==> config.mk <==
export PLATFORM = sky130hd
export DESIGN_NAME = uart_rx_ctrl
export DESIGN_NICKNAME = d
export VERILOG_FILES = /design/src/rtl/uart_pkg.sv /design/src/rtl/sync_2ff.sv /design/src/rtl/uart_rx_ctrl.sv
export SDC_FILE = /design/constraint.sdc
export NUM_CORES = 1
export LEC_CHECK = 0
export CAP_MARGIN = 20
export CORE_MARGIN = 2
export CORE_UTILIZATION = 25
export DETAILED_ROUTE_END_ITERATION = 10
export GPL_TIMING_DRIVEN = 0
export PLACE_DENSITY = 0.4
export SYNTH_ARGS = -nofsm -noshare
export SYNTH_HDL_FRONTEND = slang
export SYNTH_SLANG_ARGS = --single-unit
==> constraint.sdc <==
create_clock -name clk -period 1.7 [get_ports clk]
set_input_delay 0.255 -clock clk [delete_from_list [all_inputs] [get_ports clk]]
set_output_delay 0.255 -clock clk [all_outputs]
set_load 0.02 [all_outputs]
==> src/rtl/uart_pkg.sv <==
`default_nettype none
// ============================================================================
// Module      : uart_pkg
// Description : Shared types and helpers for the UART receive path.
//               - rx_state_t : receive sequencer states
//               - mid_count  : mid-bit tick count M for a given oversample
//               - cnt_width  : tick counter width for a given oversample
// Revision    : 1.0 - initial release
// ============================================================================
package uart_pkg;

    typedef enum logic [2:0] {
        IDLE   = 3'd0,
        START  = 3'd1,
        DATA   = 3'd2,
        PARITY = 3'd3,
        STOP   = 3'd4
    } rx_state_t;

    localparam int C_OVERSAMPLE_DFLT = 16;
    localparam int C_MID_DFLT        = C_OVERSAMPLE_DFLT / 2;
    localparam int C_CNT_W_DFLT      = $clog2(C_OVERSAMPLE_DFLT);

    // Centre of the bit cell, in oversample ticks.
    function automatic int mid_count(input int oversample);
        return oversample / 2;
    endfunction

    // Width of a counter spanning 0..oversample-1.
    function automatic int cnt_width(input int oversample);
        return $clog2(oversample);
    endfunction

endpackage
`default_nettype wire

==> src/rtl/sync_2ff.sv <==
`default_nettype none
// ============================================================================
// Module      : sync_2ff
// Description : Two-flop synchronizer for a single asynchronous input.
//               RESET_VAL selects the value both flops take in reset so that
//               an idle-high line does not look like activity after reset.
// Ports       : clk   - destination clock
//               rst_n - asynchronous active-low reset
//               d     - asynchronous input
//               q     - synchronized output (2 clk latency)
// Revision    : 1.0 - initial release
// ============================================================================
module sync_2ff #(
    parameter logic RESET_VAL = 1'b0
) (
    input  logic clk,
    input  logic rst_n,
    input  logic d,
    output logic q
);

    logic r_meta;

    always_ff @(posedge clk or negedge rst_n) begin
        if (!rst_n) begin
            r_meta <= RESET_VAL;
            q      <= RESET_VAL;
        end else begin
            r_meta <= d;
            q      <= r_meta;
        end
    end

endmodule
`default_nettype wire

==> src/rtl/uart_rx_ctrl.sv <==
`default_nettype none
// ============================================================================
// Module      : uart_rx_ctrl
// Description : UART receive sequencer driven by an oversample tick. Qualifies
//               the start bit, majority-samples each bit at mid-cell, checks
//               optional parity and the stop bit, and hands each byte to the
//               register block over a valid/ready interface.
// Ports       : clk, rst_n          - clock, asynchronous active-low reset
//               rx_tick             - OVERSAMPLE pulses per bit time
//               rxd                 - serial line, idle high
//               rx_data/rx_valid    - received byte, held until accepted
//               rx_ready            - consumer accept
//               frame_err           - stop bit was 0 for the byte in rx_data
//               parity_err          - parity mismatch for the byte in rx_data
//               overrun             - 1-clk pulse, completed byte dropped
//               busy                - sequencer not idle
// Revision    : 1.0 - initial release
// ============================================================================
module uart_rx_ctrl
    import uart_pkg::*;
#(
    parameter int DATA_BITS  = 8,
    parameter int PARITY_EN  = 0,
    parameter int PARITY_ODD = 0,
    parameter int OVERSAMPLE = 16
) (
    input  logic                 clk,
    input  logic                 rst_n,
    input  logic                 rx_tick,
    input  logic                 rxd,
    output logic [DATA_BITS-1:0] rx_data,
    output logic                 rx_valid,
    input  logic                 rx_ready,
    output logic                 frame_err,
    output logic                 parity_err,
    output logic                 overrun,
    output logic                 busy
);

    localparam int c_mid   = mid_count(OVERSAMPLE);
    localparam int c_cnt_w = cnt_width(OVERSAMPLE);
    localparam int c_idx_w = $clog2(DATA_BITS);

    localparam logic [c_cnt_w-1:0] c_cnt_mid_m1 = c_cnt_w'(c_mid - 1);
    localparam logic [c_cnt_w-1:0] c_cnt_mid    = c_cnt_w'(c_mid);
    localparam logic [c_cnt_w-1:0] c_cnt_mid_p1 = c_cnt_w'(c_mid + 1);
    localparam logic [c_cnt_w-1:0] c_cnt_last   = c_cnt_w'(OVERSAMPLE - 1);
    localparam logic [c_idx_w-1:0] c_idx_last   = c_idx_w'(DATA_BITS - 1);
    localparam logic               c_par_en     = (PARITY_EN != 0);
    localparam logic               c_par_odd    = (PARITY_ODD != 0);

    logic                 w_rxs;
    rx_state_t            r_state,  w_state_nxt;
    logic [c_cnt_w-1:0]   r_cnt,    w_cnt_nxt;
    logic [c_idx_w-1:0]   r_idx,    w_idx_nxt;
    logic [DATA_BITS-1:0] r_shift,  w_shift_nxt;
    logic                 r_smp0,   w_smp0_nxt;
    logic                 r_smp1,   w_smp1_nxt;
    logic                 r_armed,  w_armed_nxt;
    logic                 r_par_err, w_par_err_nxt;
    logic                 w_commit;
    logic                 w_maj;
    logic                 w_handshake;

    sync_2ff #(
        .RESET_VAL (1'b1)
    ) u_sync (
        .clk   (clk),
        .rst_n (rst_n),
        .d     (rxd),
        .q     (w_rxs)
    );

    // Third sample is taken live at count M+1, the first two are stored.
    assign w_maj       = (r_smp0 & r_smp1) | (r_smp0 & w_rxs) | (r_smp1 & w_rxs);
    assign w_handshake = rx_valid & rx_ready;

    always_ff @(posedge clk or negedge rst_n) begin
        if (!rst_n) begin
            r_state   <= IDLE;
            r_cnt     <= '0;
            r_idx     <= '0;
            r_shift   <= '0;
            r_smp0    <= 1'b0;
            r_smp1    <= 1'b0;
            r_armed   <= 1'b0;
            r_par_err <= 1'b0;
        end else begin
            r_state   <= w_state_nxt;
            r_cnt     <= w_cnt_nxt;
            r_idx     <= w_idx_nxt;
            r_shift   <= w_shift_nxt;
            r_smp0    <= w_smp0_nxt;
            r_smp1    <= w_smp1_nxt;
            r_armed   <= w_armed_nxt;
            r_par_err <= w_par_err_nxt;
        end
    end

    always_comb begin
        w_state_nxt   = r_state;
        w_cnt_nxt     = r_cnt;
        w_idx_nxt     = r_idx;
        w_shift_nxt   = r_shift;
        w_smp0_nxt    = r_smp0;
        w_smp1_nxt    = r_smp1;
        w_armed_nxt   = r_armed;
        w_par_err_nxt = r_par_err;
        w_commit      = 1'b0;

        if (rx_tick) begin
            if (r_state != IDLE) begin
                w_cnt_nxt = (r_cnt == c_cnt_last) ? '0 : r_cnt + 1'b1;
                if (r_cnt == c_cnt_mid_m1) w_smp0_nxt = w_rxs;
                if (r_cnt == c_cnt_mid)    w_smp1_nxt = w_rxs;
            end

            case (r_state)
                IDLE: begin
                    // Arming requires a high line first, so a held break
                    // cannot retrigger reception.
                    if (w_rxs) begin
                        w_armed_nxt = 1'b1;
                    end else if (r_armed) begin
                        w_state_nxt = START;
                        w_cnt_nxt   = '0;
                        w_armed_nxt = 1'b0;
                    end
                end
                START: begin
                    if (r_cnt == c_cnt_mid_p1 && w_maj) begin
                        w_state_nxt = IDLE;
                    end else if (r_cnt == c_cnt_last) begin
                        w_state_nxt = DATA;
                        w_idx_nxt   = '0;
                    end
                end
                DATA: begin
                    if (r_cnt == c_cnt_mid_p1) w_shift_nxt[r_idx] = w_maj;
                    if (r_cnt == c_cnt_last) begin
                        if (r_idx == c_idx_last) begin
                            w_state_nxt = c_par_en ? PARITY : STOP;
                        end else begin
                            w_idx_nxt = r_idx + 1'b1;
                        end
                    end
                end
                PARITY: begin
                    if (r_cnt == c_cnt_mid_p1) begin
                        w_par_err_nxt = w_maj ^ (^r_shift) ^ c_par_odd;
                    end
                    if (r_cnt == c_cnt_last) w_state_nxt = STOP;
                end
                STOP: begin
                    // Returning at mid-stop leaves half a bit to catch the
                    // next start edge.
                    if (r_cnt == c_cnt_mid_p1) begin
                        w_commit    = 1'b1;
                        w_state_nxt = IDLE;
                    end
                end
                default: w_state_nxt = IDLE;
            endcase
        end
    end

    always_ff @(posedge clk or negedge rst_n) begin
        if (!rst_n) begin
            rx_data    <= '0;
            rx_valid   <= 1'b0;
            frame_err  <= 1'b0;
            parity_err <= 1'b0;
            overrun    <= 1'b0;
            busy       <= 1'b0;
        end else begin
            overrun <= 1'b0;
            busy    <= (w_state_nxt != IDLE);
            if (w_commit) begin
                if (!rx_valid || w_handshake) begin
                    rx_data    <= r_shift;
                    frame_err  <= ~w_maj;
                    parity_err <= c_par_en & r_par_err;
                    rx_valid   <= 1'b1;
                end else begin
                    overrun <= 1'b1;
                end
            end else if (w_handshake) begin
                rx_valid <= 1'b0;
            end
        end
    end

endmodule
`default_nettype wire

# After elaboration in Yosys (flattened, before gate mapping)
# Index checks and enable logic that the tools add are counted.
# classes
n_addsub	2
magnitude_cmp	2
eq_ne	14
muxes	32
bitwise_logic	7
reduce_logical	16
# op_table
operator	count
$mux 3	13
$mux 4	5
$pmux 3 s5	1
$eq 4x4->1 const B	3
$mux 1	10
$reduce_and 3->1	3
$bwmux 8	1
$ne 2x2->1 const B	4
$eq 3x2->1 const B	2
$eq 3x3->1 const B	2
$pmux 3 s2	1
$reduce_and 2->1	3
$reduce_and 6->1	1
$reduce_bool 3->1	2
$add 4x1->4 const B	1
$and 1x1->1	4
$eq 4x3->1 const B	1
$lt 3x4->1 const B	1
$reduce_bool 2->1	2
$add 3x1->3 const B	1
$demux 1 s3	1
$eq 3x1->1 const B	1
$ge 3x1->1 const B	1
$logic_not 3->1	1
6 further kinds	8
# totals
regBits	35
in_bits	5
output_inout_bits	13
wordCells	87

# Depth between registers and ports, before layout
# depth
ltp_word	8
depth_mapped	7
mapped_depth_nobuf	6

# By module
# From an unflattened synthesis, not the netlist that was laid out.
# unflattened
cells_unflattened	145
hier_area_um2	1720.4
# by_module_without_submodules
mod	n_inst	cells_per_inst	area_per_inst_um2	seq_area_each_um2
uart_rx_ctrl	1	143	1667.8	825.8
sync_2ff	1	2	52.6	52.6

# Worst setup path before layout
# No wires, ideal clock.
# synth_path
kind	reg-to-reg
from	register r_cnt[1]
to	register r_shift[0]
setup_time_ns	0.125
arrival_time_ns	1.460
required_ns	1.575
slack_ns	0.115
stages_incl_launch_ff	8
path_buffers	1
cell_sequence	dfrtp_1 > inv_1 > ha_1 > and3b_1 > buf_6 > nand3_1 > nor3_1 > mux2_2
# synth_between
elab_chain_cells	2
# synth_lines
item	line	source
start: declaration	uart_rx_ctrl.sv:54	logic [c_cnt_w-1:0] r_cnt, w_cnt_nxt;
start signal: assignment	uart_rx_ctrl.sv:90	r_cnt <= w_cnt_nxt;
$eq 4x4->1	uart_rx_ctrl.sv:139	if (r_cnt == c_cnt_mid_p1) w_shift_nxt[r_idx] = w_maj;
$reduce_and 3->1 (no source line)	-	
end signal: assignment	uart_rx_ctrl.sv:92	r_shift <= w_shift_nxt;
end: declaration	uart_rx_ctrl.sv:56	logic [DATA_BITS-1:0] r_shift, w_shift_nxt;
# Every way passes these cells.
# A chain may end at the register's enable or synchronous reset.

# Worst setup path in the final report
# layout_path
from	register r_cnt[1]
to	register r_shift[2]
# Same word-level chain as after synthesis.

==> out/metrics.csv <==
metric,value,unit
fillers,652,
critical path class,reg2reg,
IO buf count,16,
number of remaining DRC errors,0,
Logic pwr share,38.3,%
Hold Path Class,in2async,
initial antenna violation count,0,
ys async rst share,100,%
Die Y,86.1,um
switching share of power,37.1,%
syn avg cell area,11.5,um^2
TritonRoute pass-1 iters,4,
Synth Register Bits,35,
critical path arrival,1.84,ns
Rows,29,
Non-Filler Instances,252,
via count,1152,
Mapped Nets,157,
Fin. Hold Viols,0,
Area growth syn-to-layout,27.8,%
"EDFF count, synth",0,
number of global-route vias before repair,1178,
Synth Flop Type,dfrtp_1,
Root Driver,clkbuf_8,
layout cells sized above 1,35.4,%
"Seq/Total Area, Yosys",52.1,%
setup tns final,0,ns
CTS tree,built,
gr usage total,9.74,%
core area,6420,um^2
critical path endpoint category,register,
Critical Path Source Type,register,
gr ovfl total,0,
status,"complete, no violations",
"Clk pin slew, worst setup/hold paths",0.07,ns
Clk network pwr share,20.8,%
FF+latch area,881,um^2
wire per inst,13.2,um
htree depth,2,
final WL,3.32,mm
Post-DP HPWL,2.27,mm
post-detailed-route count of antenna-violating nets,0,
number of setup violations in the final report,0,
Initial Util,26.2,%
Clock Skew,0.00539,ns
DP Cell Count,240,
Power Total,2.76,mW
Clock Latency Late Sink,0.28,ns
hold buffer count at cts,0,
first-pass GRT wire length,5.68,mm
gate count after technology mapping,147,
DIE WIDTH,86.1,um
top achievable clock speed,600,MHz
Slew Limit Fails,0,
Cell Pwr Density,1280,nW/um^2
Total Die Area,7410,um^2
Net Sw Power,1.02,mW
area of the multi-input gates,833,um^2
average via count per standard cell,4.57,
Power Internal,1.73,mW
"Req. time, crit path",1.87,ns
Ys Warns,0,
# IOs,18,
# diodes,0,
crit share post-route,98.0,%
count of unique library cells instantiated by Yosys,43,
Num CTS Buffers,5,
worst slew pin tran,0.780,ns
Iter 0 DRT Violations,78,
Period minus WS final,1.67,ns
pin count of the biggest net entering global routing,36,
unrepaired setup endpoints after global routing,yes,
Reg power frac,40.9,%
clock tree buffer depth,2,
peak supply drop,0.000408,V
Leak,0.958,nW
max_cap viols,0,
clk sinks,35,
Final #Nets,184,
Min Hold Slack,0.0474,ns
CP Max Fanout,8,
Synth Cell Area,1690,um^2
GPL Wtd Cong,0.724,
Slew HR,48.0,%
-- flip-flops by register name, indices dropped and copies added, names as in the netlist --
name	count
busy	1
r_cnt	4
rx_data	8
r_smp1	1
frame_err	1
u_sync.r_meta	1
r_state	3
r_idx	3
r_armed	1
overrun	1
rx_valid	1
r_smp0	1
r_shift	8
u_sync.q	1
-- routing by layer --
metal / global-route usage [%] / share of wire [%] / up-vias
met5: 0 / 0 / -
met4: 3.90 / 1.3 / 0
met3: 2.69 / 4.5 / 5
met2: 14.4 / 43 / 30
met1: 13.5 / 51 / 546
li1: - / - / 571
-- path summary, 6_finish.rpt --
| check | slack, ns | cells after the start | startpoint | endpoint |
|---|---|---|---|---|
| max reg2reg | 0.03 | 7 | r_cnt[1]$_DFFE_PN0P_ | r_shift[2]$_DFFE_PN0P_ |
| min | 0.05 | 1 | rst_n | r_cnt[2]$_DFFE_PN0P_ |
| min reg2reg | 0.36 | 0 | u_sync.r_meta$_DFF_PN1_ | u_sync.q$_DFF_PN1_ |
| min in group clk | 0.36 | 0 | u_sync.r_meta$_DFF_PN1_ | u_sync.q$_DFF_PN1_ |
| max | 0.03 | 7 | r_cnt[1]$_DFFE_PN0P_ | r_shift[2]$_DFFE_PN0P_ |
| max in group asynchronous | 1.10 | 1 | rst_n | r_idx[1]$_DFFE_PN0P_ |
-- synthesized netlist by cell type (2+ instances only) --
cell / instances / share of area [%]
dfrtp_1: 33 / 49
mux2_2: 17 / 11
nand2_1: 13 / 2.9
nand3_1: 9 / 2.7
inv_1: 7 / 1.6
nor3_1: 6 / 1.8
o21ai_0: 6 / 1.8
ha_1: 5 / 3.7
nor2_1: 4 / 0.89
a21oi_1: 3 / 0.89
buf_2: 3 / 0.89
nand2b_1: 3 / 1.1
o31ai_1: 3 / 1.3
buf_4: 2 / 0.89
dfstp_2: 2 / 3.1
mux2_4: 2 / 1.8
nor3b_1: 2 / 0.89
o21bai_1: 2 / 0.89
-- cell families (layout without fill, tap and decap cells) --
kind of cell | after synthesis | after routing | share of synthesized area [%]
flops | 35 | 35 | 52.1
compound gates | 22 | 22 | 9.06
fa+ha+maj | 6 | 6 | 4.38
mux | 20 | 20 | 13.7
buf+inv | 14 | 42 | 4.23
other cells | 1 | 1 | 0.223
simple gates | 49 | 49 | 16.3
-- power groups by stage --
stage                     sequential (mW)  combinational, mW  clock, mW
after floorplan                      1.13              0.650          0
after global placement               1.13              0.861          0
after detailed placement             1.14              0.874          0
after CTS                            1.13              0.934      0.603
after global routing                 1.15               1.18      0.633
final                                1.13               1.06      0.574
-- worst max-delay path, cell delays in order, from the launching register on --
cell and delay [ns]:
dfrtp_1 0.41, inv_2 0.09, ha_4 0.11, and3b_1 0.16
buf_6 0.15, nand3_4 0.12, nor3_2 0.17, mux2_2 0.35
-- final cells by class --
type	count	area share (%)
Multi-Input combinational cell	98	38.7
Timing Repair Buffer	20	8.59
Inverter	7	1.22
Clock inverter	3	0.697
Buffer	7	2.26
Tap cell	77	4.47
Clock buffer	5	3.19
Sequential cell	35	40.9
-- cell usage in the layout, fill, tap and decap left out, types with 3 or more instances in the layout --
| master | instances |
|---|---|
| buf_2 | 3 |
| buf_4 | 7 |
| clkbuf_8 | 5 |
| clkdlybuf4s50_1 | 15 |
| clkinv_2 | 3 |
| dfrtp_1 | 31 |
| ha_1 | 3 |
| inv_1 | 6 |
| mux2_2 | 16 |
| mux2_4 | 3 |
| nand2_1 | 13 |
| nand2b_1 | 3 |
| nand3_1 | 6 |
| nor2_1 | 3 |
| nor3_2 | 3 |
| o21ai_0 | 5 |
| o31ai_1 | 3 |
-- repair_timing --
action	CTS	global route
pin swaps	1	2
setup buffers	0	4
resized for setup	11	15
endpoints found under the setup margin	14	23
hold endpoints to repair	0	0
cloned	0	0
-- metrics by stage --
step	setup slack (ns)	instance area, um^2	utilization, %
2_1_floorplan	0.115	1690	-
3_3_place_gp	-0.417	1940	30.2
3_5_place_dp	-0.281	1940	30.2
4_1_cts	-0.00817	2080	32.4
5_1_grt	-0.0236	2150	33.5
6_report	0.0337	2150	33.5
(Power assumes the default switching activity.)
